`config.mk`:
```
export PLATFORM = sky130hd
export DESIGN_NAME = led_painel_controller_flat
export DESIGN_NICKNAME = d
export VERILOG_FILES = /design/src/rtl/led_painel_pkg.sv /design/src/rtl/led_painel_controller_if.sv /design/src/rtl/led_tick_prescaler.sv /design/src/rtl/led_painel_controller.sv /design/src/flat_wrapper.sv
export SDC_FILE = /design/constraint.sdc
export NUM_CORES = 1
export LEC_CHECK = 0
export ABC_AREA = 0
export CORE_MARGIN = 4
export CORE_UTILIZATION = 45
export CTS_CLUSTER_SIZE = 24
export DETAILED_ROUTE_END_ITERATION = 12
export PLACE_DENSITY_LB_ADDON = 0.3
export SYNTH_ARGS = -nofsm -noshare
export SYNTH_HDL_FRONTEND = slang
export SYNTH_SLANG_ARGS = --single-unit
export TNS_END_PERCENT = 100
```
`constraint.sdc`:
```
create_clock -name clk -period 3.76 [get_ports clk]
set_input_delay 0.752 -clock clk [delete_from_list [all_inputs] [get_ports clk]]
set_output_delay 0.752 -clock clk [all_outputs]
set_load 0.01 [all_outputs]
```
`src/rtl/led_painel_pkg.sv`:
```
// Shared constants and types for the front-panel LED controller.
package led_painel_pkg;

    localparam logic [1:0] ADDR_SW_PATTERN = 2'd0;
    localparam logic [1:0] ADDR_HW_SELECT  = 2'd1;
    localparam logic [1:0] ADDR_BLINK_MASK = 2'd2;
    localparam logic [1:0] ADDR_CTRL       = 2'd3;

    localparam int CTRL_LAMP_START_BIT = 16;

    typedef enum logic [1:0] {
        IDLE   = 2'd0,
        WALK   = 2'd1,
        ALL_ON = 2'd2
    } lamp_state_e;

endpackage

```
`src/rtl/led_painel_controller_if.sv`:
```
// Avalon-MM slave register port of the LED panel controller.
interface led_painel_controller_if;

    logic [1:0]  address;
    logic        chipselect;
    logic        write_n;
    logic [31:0] writedata;
    logic [31:0] readdata;

    modport master (
        output address,
        output chipselect,
        output write_n,
        output writedata,
        input  readdata
    );

    modport slave (
        input  address,
        input  chipselect,
        input  write_n,
        input  writedata,
        output readdata
    );

endinterface

```
`src/rtl/led_tick_prescaler.sv`:
```
// Free-running timebase: one-cycle tick every TICK_DIV clocks.
module led_tick_prescaler #(
    parameter int TICK_DIV = 50000
) (
    input  logic clk,
    input  logic reset_n,
    output logic tick
);

    localparam int CNT_W = (TICK_DIV > 1) ? $clog2(TICK_DIV) : 1;
    localparam logic [CNT_W-1:0] CNT_LAST = CNT_W'(TICK_DIV - 1);

    logic [CNT_W-1:0] cnt;

    assign tick = (cnt == CNT_LAST);

    // NOTE: state is updated with <= so every flop samples pre-edge values, independent of block order.
    always_ff @(posedge clk or negedge reset_n) begin
        if (!reset_n) begin
            cnt <= '0;
        end else if (tick) begin
            cnt <= '0;
        end else begin
            cnt <= cnt + CNT_W'(1);
        end
    end

endmodule

```
`src/rtl/led_painel_controller.sv`:
```
// LED panel sequencer: software/hardware source muxing, event stretching,
// blinking and a self-running lamp test, behind an Avalon-MM register port.
module led_painel_controller
    import led_painel_pkg::*;
#(
    parameter int                   LED_WIDTH       = 21,
    parameter int                   TICK_DIV        = 50000,
    parameter int                   STRETCH_TICKS   = 100,
    parameter int                   LAMP_STEP_TICKS = 250,
    parameter logic [LED_WIDTH-1:0] SW_RESET_VAL    = LED_WIDTH'('h10000),
    parameter logic [15:0]          BLINK_RESET_VAL = 16'd500
) (
    input  logic                    clk,
    input  logic                    reset_n,
    led_painel_controller_if.slave  bus,
    input  logic [LED_WIDTH-1:0]    hw_event,
    output logic [LED_WIDTH-1:0]    out_port,
    output logic                    lamp_test_busy
);

    localparam int SC_W = $clog2(STRETCH_TICKS + 1);
    localparam logic [SC_W-1:0] SC_LOAD = SC_W'(STRETCH_TICKS);
    localparam int STEP_W = (LAMP_STEP_TICKS > 1) ? $clog2(LAMP_STEP_TICKS) : 1;
    localparam logic [STEP_W-1:0] STEP_LAST = STEP_W'(LAMP_STEP_TICKS - 1);
    localparam int IDX_W = $clog2(LED_WIDTH);
    localparam logic [IDX_W-1:0] IDX_LAST = IDX_W'(LED_WIDTH - 1);
    localparam logic [LED_WIDTH-1:0] LED_ONE = LED_WIDTH'(1);

    logic                 tick;
    logic                 wr_en, wr_sw, wr_hw, wr_mask, wr_ctrl, lamp_start;
    logic [LED_WIDTH-1:0] sw_pattern, hw_select, blink_mask;
    logic [15:0]          blink_half;
    logic [31:0]          rdata;
    logic                 unused_wdata;

    logic [SC_W-1:0]      stretch_cnt [LED_WIDTH];
    logic [LED_WIDTH-1:0] hw_on;

    logic [15:0]          blink_cnt;
    logic                 blink_phase;

    lamp_state_e          state, state_next;
    logic [IDX_W-1:0]     idx;
    logic [STEP_W-1:0]    step_cnt;
    logic                 step_done;
    logic [LED_WIDTH-1:0] normal_led, next_led;

    led_tick_prescaler #(.TICK_DIV(TICK_DIV)) u_prescaler (
        .clk     (clk),
        .reset_n (reset_n),
        .tick    (tick)
    );

    assign wr_en      = bus.chipselect & ~bus.write_n;
    assign wr_sw      = wr_en && (bus.address == ADDR_SW_PATTERN);
    assign wr_hw      = wr_en && (bus.address == ADDR_HW_SELECT);
    assign wr_mask    = wr_en && (bus.address == ADDR_BLINK_MASK);
    assign wr_ctrl    = wr_en && (bus.address == ADDR_CTRL);
    assign lamp_start = wr_ctrl && bus.writedata[CTRL_LAMP_START_BIT];
    assign unused_wdata = ^bus.writedata[31:LED_WIDTH];

    always_ff @(posedge clk or negedge reset_n) begin
        if (!reset_n) begin
            sw_pattern <= SW_RESET_VAL;
            hw_select  <= '0;
            blink_mask <= '0;
            blink_half <= BLINK_RESET_VAL;
        end else begin
            if (wr_sw)   sw_pattern <= bus.writedata[LED_WIDTH-1:0];
            if (wr_hw)   hw_select  <= bus.writedata[LED_WIDTH-1:0];
            if (wr_mask) blink_mask <= bus.writedata[LED_WIDTH-1:0];
            if (wr_ctrl) blink_half <= bus.writedata[15:0];
        end
    end

    // NOTE: every always_comb output gets a default first so no path can infer a latch.
    always_comb begin
        rdata = '0;
        case (bus.address)
            ADDR_SW_PATTERN: rdata = 32'(sw_pattern);
            ADDR_HW_SELECT:  rdata = 32'(hw_select);
            ADDR_BLINK_MASK: rdata = 32'(blink_mask);
            default:         rdata = {15'd0, lamp_test_busy, blink_half};
        endcase
    end

    assign bus.readdata = rdata;

    // NOTE: the stretch counters are discrete flops, not a RAM, so resetting them all is cheap and required.
    always_ff @(posedge clk or negedge reset_n) begin
        if (!reset_n) begin
            for (int i = 0; i < LED_WIDTH; i++) stretch_cnt[i] <= '0;
        end else begin
            for (int i = 0; i < LED_WIDTH; i++) begin
                if (hw_event[i]) begin
                    stretch_cnt[i] <= SC_LOAD;
                end else if (tick && (stretch_cnt[i] != '0)) begin
                    stretch_cnt[i] <= stretch_cnt[i] - SC_W'(1);
                end
            end
        end
    end

    always_comb begin
        hw_on = '0;
        for (int i = 0; i < LED_WIDTH; i++) hw_on[i] = (stretch_cnt[i] != '0);
    end

    // A CTRL write realigns the blink so a new half-period starts from the lit phase.
    always_ff @(posedge clk or negedge reset_n) begin
        if (!reset_n) begin
            blink_cnt   <= '0;
            blink_phase <= 1'b1;
        end else if (wr_ctrl || (blink_half == '0)) begin
            blink_cnt   <= '0;
            blink_phase <= 1'b1;
        end else if (tick) begin
            if (blink_cnt == blink_half - 16'd1) begin
                blink_cnt   <= '0;
                blink_phase <= ~blink_phase;
            end else begin
                blink_cnt <= blink_cnt + 16'd1;
            end
        end
    end

    assign step_done = tick && (step_cnt == STEP_LAST);

    always_ff @(posedge clk or negedge reset_n) begin
        if (!reset_n) begin
            state          <= IDLE;
            lamp_test_busy <= 1'b0;
        end else begin
            state          <= state_next;
            lamp_test_busy <= (state_next != IDLE);
        end
    end

    always_comb begin
        state_next = state;
        case (state)
            IDLE:    if (lamp_start) state_next = WALK;
            WALK:    if (step_done && (idx == IDX_LAST)) state_next = ALL_ON;
            ALL_ON:  if (step_done) state_next = IDLE;
            default: state_next = IDLE;
        endcase
    end

    // Held at zero while idle, so both counters start from zero on entry to WALK.
    always_ff @(posedge clk or negedge reset_n) begin
        if (!reset_n) begin
            idx      <= '0;
            step_cnt <= '0;
        end else if (state == IDLE) begin
            idx      <= '0;
            step_cnt <= '0;
        end else if (step_done) begin
            step_cnt <= '0;
            if (state == WALK) idx <= idx + IDX_W'(1);
        end else if (tick) begin
            step_cnt <= step_cnt + STEP_W'(1);
        end
    end

    always_comb begin
        normal_led = ((hw_select & hw_on) | (~hw_select & sw_pattern))
                     & (~blink_mask | {LED_WIDTH{blink_phase}});
        next_led = normal_led;
        case (state)
            WALK:    next_led = LED_ONE << idx;
            ALL_ON:  next_led = '1;
            default: next_led = normal_led;
        endcase
    end

    always_ff @(posedge clk or negedge reset_n) begin
        if (!reset_n) begin
            out_port <= SW_RESET_VAL;
        end else begin
            out_port <= next_led;
        end
    end

endmodule

```
`src/flat_wrapper.sv`:
```
// flat-port wrapper written by rule: the top's interface ports become plain ports
module led_painel_controller_flat import led_painel_pkg::*;
#(
    parameter int                   LED_WIDTH       = 21,
    parameter int                   TICK_DIV        = 50000,
    parameter int                   STRETCH_TICKS   = 100,
    parameter int                   LAMP_STEP_TICKS = 250,
    parameter logic [LED_WIDTH-1:0] SW_RESET_VAL    = LED_WIDTH'('h10000),
    parameter logic [15:0]          BLINK_RESET_VAL = 16'd500
)
  (clk, reset_n, hw_event, out_port, lamp_test_busy, bus_address, bus_chipselect, bus_write_n, bus_writedata, bus_readdata);
  led_painel_controller_if bus_i ();
  input  logic clk;
  input  logic reset_n;
  input  logic [LED_WIDTH-1:0] hw_event;
  output logic [LED_WIDTH-1:0] out_port;
  output logic lamp_test_busy;
  input wire logic [$bits(bus_i.address)-1:0] bus_address;
  input wire logic [$bits(bus_i.chipselect)-1:0] bus_chipselect;
  input wire logic [$bits(bus_i.write_n)-1:0] bus_write_n;
  input wire logic [$bits(bus_i.writedata)-1:0] bus_writedata;
  output wire logic [$bits(bus_i.readdata)-1:0] bus_readdata;
  assign bus_i.address = bus_address;
  assign bus_i.chipselect = bus_chipselect;
  assign bus_i.write_n = bus_write_n;
  assign bus_i.writedata = bus_writedata;
  assign bus_readdata = bus_i.readdata;
  led_painel_controller #(.LED_WIDTH(LED_WIDTH), .TICK_DIV(TICK_DIV), .STRETCH_TICKS(STRETCH_TICKS), .LAMP_STEP_TICKS(LAMP_STEP_TICKS), .SW_RESET_VAL(SW_RESET_VAL), .BLINK_RESET_VAL(BLINK_RESET_VAL)) u_core (.clk(clk), .reset_n(reset_n), .bus(bus_i), .hw_event(hw_event), .out_port(out_port), .lamp_test_busy(lamp_test_busy));
endmodule
```
==> Yosys cells after proc, flatten, opt, wreduce, memory -nomap -nowiden <==
Index checks and enable logic that the tools add are counted.
W data, S select, Z words.
{ "word_totals": {"output_inout_bits": 54, "word_cells": 222, "in_bits": 59, "ff_bits": 296} }
{ "classes": {"n_addsub": 26, "n_mux": 61, "shifts": 1, "bitwise": 10, "n_reduce_logical": 82, "n_eq_ne": 9} }
{ "ops": {"columns": ["cell", "n"], "rows": [
  ["$mux W7", 42],
  ["$reduce_bool A7 Y1", 21],
  ["$sub A7 B1 Y7 const B", 21],
  ["$mux W16", 4],
  ["$and A21 B21 Y21", 3],
  ["$pmux W21 S3", 1],
  ["$reduce_bool A2 Y1", 26],
  ["$not A21 Y21", 2],
  ["$or A21 B21 Y21", 2],
  ["$pmux W21 S2", 1],
  ["$add A16 B1 Y16 const B", 2],
  ["$logic_and A1 B1 Y1", 28],
  ["$mux W8", 3],
  ["$shl A1 B5 Y21 const A", 1],
  ["$eq A16 B16 Y1", 1],
  ["$eq A16 B16 Y1 const B", 1],
  ["$logic_not A16 Y1", 1],
  ["$sub A16 B1 Y16 const B", 1],
  ["$mux W5", 3],
  ["$add A8 B1 Y8 const B", 1],
  ["$eq A8 B8 Y1 const B", 1],
  ["$eq A2 B2 Y1 const B", 3],
  ["$mux W2", 3],
  ["$pmux W2 S3", 1],
  ["10 further kinds", 16]
]} }

==> Logic depth before layout (Yosys ltp) <==
{ "depth": {"depth_word": 7, "depth_mapped": 10, "depth_no_buf": 9} }

==> Cells and area by module <==
Synthesis repeated with hierarchy kept, for this count alone.
{ "unflattened": {"cells_unflattened": 1466, "area_unflattened_um2": 15033.2} }
{ "by_module_without_submodules": {"columns": ["mod", "n_inst", "area_per_inst_um2", "seq_area_each_um2", "cells_per_inst"], "rows": [
  ["led_painel_controller", 1, 14271.2, 7018.0, 1399],
  ["led_tick_prescaler", 1, 762.0, 400.4, 67]
]} }

==> Worst setup path before layout <==
No wires, ideal clock.
{ "synth_timing": {"kind": "input port to output port", "start": "in bus_address[0]", "end": "out bus_readdata[10]", "t_arrival_ps": 2167, "cell_stages": 3, "path_buffers": 2, "path_slack_ps": 841, "t_required_ps": 3008, "cell_sequence": "clkbuf_1 buf_1 mux4_2"} }
{ "synth_between": {"elab_chain_cells": 2, "word_cells_on_any_way": 4, "cone_classes": "eq/ne: 2; mux: 1; reduce/logical: 1"} }
{ "synth_rtl": {"columns": ["element", "line_no", "source"], "rows": [
  ["start: declaration", "flat_wrapper.sv:18", "input wire logic [$bits(bus_i.address)-1:0] bus_address;"],
  ["$eq A2 B2 Y1, or another cell as far along", "led_painel_controller.sv:79", "case (bus.address)"],
  ["$pmux W21 S3 *", "led_painel_controller.sv:79", null],
  ["end: declaration", "flat_wrapper.sv:22", "output wire logic [$bits(bus_i.readdata)-1:0] bus_readdata;"]
]} }
Mark *: on every way between the ends. The rest lies on a longest branch, timed or not.

==> Worst setup path in the final report <==
{ "layout_timing": {"start": "in bus_address[1]", "end": "out bus_readdata[18]"} }
The elaborated chain is that of the path after synthesis.

==> flow_metrics.env <==
export IMPL_ctsResizeCount=0
export IMPL_startpoint_type="primary input"
export IMPL_yosysMostFrequentCell="dfrtp_1"
export IMPL_cts_setup_buffers=0
export IMPL_coreArea_um2=32700
export IMPL_avgSynthCellArea_um2=9.99
export IMPL_synth_edf_count=0
export IMPL_synth_seq_cells=296
export IMPL_cts_path_max_buffers=3
export IMPL_powerDensity_nw_per_um2=482
export IMPL_drtIter0Drc=674
export IMPL_cp_end_kind="output pin"
export IMPL_whs_ns=0.208
export IMPL_placedCellCount=2001
export IMPL_grt_pass1_wl_um=56200
export IMPL_timing_final_crit_share=0.872
export IMPL_path_cells="clkdlybuf4s50_1, nor2b_1, nand2_1, o21ai_0, clkdlybuf4s50_1"
export IMPL_ir_worst_vdd_v=0.000328
export IMPL_numCtsBuffers=35
export IMPL_cts_clk_slew_worst_paths_ns=0.06
export IMPL_drv_slew=0
export IMPL_gr_usage_all_layers=0.187
export IMPL_yosysWarnings=0
export IMPL_n_antenna_cell=0
export IMPL_period_needed_ns=3.28
export IMPL_area_growth_pct=16.9
export IMPL_port_buffers=90
export IMPL_drt_pre_antenna_iters=5
export IMPL_cp_slowest_cell="clkdlybuf4s50_1"
export IMPL_place_hpwl_um=23600
export IMPL_vias=11007
export IMPL_grtUsageMet1=0.263
export IMPL_route_detailed_drc=0
export IMPL_critPathKind="primary input to output pin"
export IMPL_h_tree_depth=2
export IMPL_cts_tree="yes"
export IMPL_cp_common_cell="clkdlybuf4s50_1"
export IMPL_status="complete, no violations"
export IMPL_syn_inst=1502
export IMPL_dieHeight_um=191
export IMPL_max_slew_worst_pin_slew_ns=1.17
export IMPL_rsz0062_at_grt="false"
export IMPL_synth_seq_area_share=0.494
export IMPL_final_cell_count_no_fill=2064
export IMPL_cap_violations=0
export IMPL_skew_ns=0.0268
export IMPL_cp_required_ns=3.01
export IMPL_grt_busiest_layer="met2"
export IMPL_synth_top_area_frac=0.478
export IMPL_synth_cell_types=69
export IMPL_synth_async_reset_ratio=1.00
export IMPL_netlist_top_cells_count="dfrtp_1 (287), nor2_1 (217), a21oi_1 (89)"
export IMPL_cts_num_sinks=296
export IMPL_grt_antenna_before_repair=2
export IMPL_yosys_area_top_type="dfrtp_1"
export IMPL_leakage_uw=0.00706
export IMPL_setup_viol=0
export IMPL_nNetsFinal=1693
export IMPL_wl_per_cell_um=16.4
export IMPL_crit_fanout=4
export IMPL_wirelength_um=33800
export IMPL_critPathMaxStageDelay_ns=0.61
export IMPL_grt_pass1_vias=11102
export IMPL_post_route_util=0.536
export IMPL_drive_gt1_frac=0.108
export IMPL_synth_flop_cell="dfrtp_1"
export IMPL_fmax_mhz=305
export IMPL_nFillCells=2883
export IMPL_rows=66
export IMPL_initial_utilization=0.459
export IMPL_cts_hold_fix_buffers=0
export IMPL_antenna_left=0
export IMPL_overflow=0
export IMPL_syn_cell_area_um2=15000
export IMPL_ios=113
export IMPL_max_slew_margin=0.217
export IMPL_die_w_um=191
export IMPL_clock_latency_ns=0.52
export IMPL_yosys_top_cells_area="dfrtp_1 (48%), nor2_1 (5.4%), xor2_1 (4.7%)"
export IMPL_hold_viol=0
export IMPL_min_path_type="primary input to asynchronous set/reset pin"
export IMPL_tns_ns=0
export IMPL_vias_per_cell=5.33
export IMPL_die_area_um2=36300
export IMPL_cts_root_buf="clkbuf_16"
export IMPL_grt_use_met3=0.0302
export IMPL_gp_congestion=0.855
export IMPL_use_met2=0.309
export IMPL_grt_max_degree=74
export IMPL_cp_arrival_ns=2.53
[layer usage]
layer / up-vias / routed length [um]
met5: - / 40
met4: 4 / 574
met3: 49 / 1400
met2: 175 / 15900
met1: 5431 / 15900
li1: 5348 / -
[cells in the final DEF (no fill, tap or decap), types with 55 or more instances in the layout]
master and n:
xor2_1 81, nand3_1 58, o21ai_0 56, a21oi_1 89, clkdlybuf4s50_1 88, nor2_1 216
nand2_1 81, dfrtp_1 287, mux2_2 55, inv_1 80
[critical path: cells and delay by family]
kind | cells | cell delay [ns]
simple gates | 2 | 0.48
compound gates | 1 | 0.16
buf+inv | 2 | 1.14
[final cells by class]
class | instances | area (um^2) | share of cell area
Sequential cell | 296 | 7420 | 0.423
Multi-Input combinational cell | 1073 | 7050 | 0.402
Timing Repair Buffer | 110 | 1100 | 0.0628
Clock buffer | 55 | 1060 | 0.0606
Tap cell | 442 | 553 | 0.0315
Inverter | 80 | 300 | 0.0171
Clock inverter | 8 | 58.8 | 0.00335
[stage by stage]
step           area [um^2]  total power, uW  worst slack (ns)
2_1_floorplan        15000             4490             0.841
3_3_place_gp         16400             5210             0.519
3_5_place_dp         16400             5240             0.511
4_1_cts              17500             8540             0.493
5_1_grt              17500             8840             0.426
6_report             17500             8450             0.481
[flip-flops by register name, indices dropped and copies added (netlist names), 5 cells and up]
signal                  cells
u_core.step_cnt             8
u_core.stretch_cnt        147
u_core.hw_select           21
u_core.blink_mask          21
u_core.u_prescaler.cnt     16
u_core.blink_half          16
u_core.out_port            21
u_core.idx                  5
u_core.blink_cnt           16
u_core.sw_pattern          21
[cell families after synthesis]
group,Yosys count,synth area share
AO/OA/AOI/OAI,248,0.100
adder cells (fa/ha/maj),38,0.0317
XOR/XNOR,131,0.0764
buffers and inverters,143,0.0397
AND/OR/NAND/NOR,567,0.187
flip-flops,296,0.494
other,1,0.000250
multiplexers,78,0.0708
[final timing paths]
kind | startpoint | to | slack (ns) | cells past startpoint
worst max-delay path | bus_address[1] | bus_readdata[18] | 0.48 | 5
worst min-delay path | reset_n | u_core.stretch_cnt[81] | 0.21 | 1
worst max register to register | u_core.blink_half[0] | u_core.blink_phase | 0.83 | 9
worst min register to register | u_core.stretch_cnt[27] | u_core.stretch_cnt[27] | 0.48 | 1
max in group asynchronous | reset_n | u_core.out_port[16] | 2.62 | 2
min in group clk | u_core.stretch_cnt[27] | u_core.stretch_cnt[27] | 0.48 | 1
[power by group]
group / leakage (uW) / switching, uW / internal (uW) / total [uW]
logic: 0.00294 / 714 / 718 / 1430
clock network: 0.000556 / 1310 / 1950 / 3260
registers: 0.00357 / 251 / 3510 / 3760
total: 0.00706 / 2280 / 6170 / 8450
(Power assumes the default switching activity.)
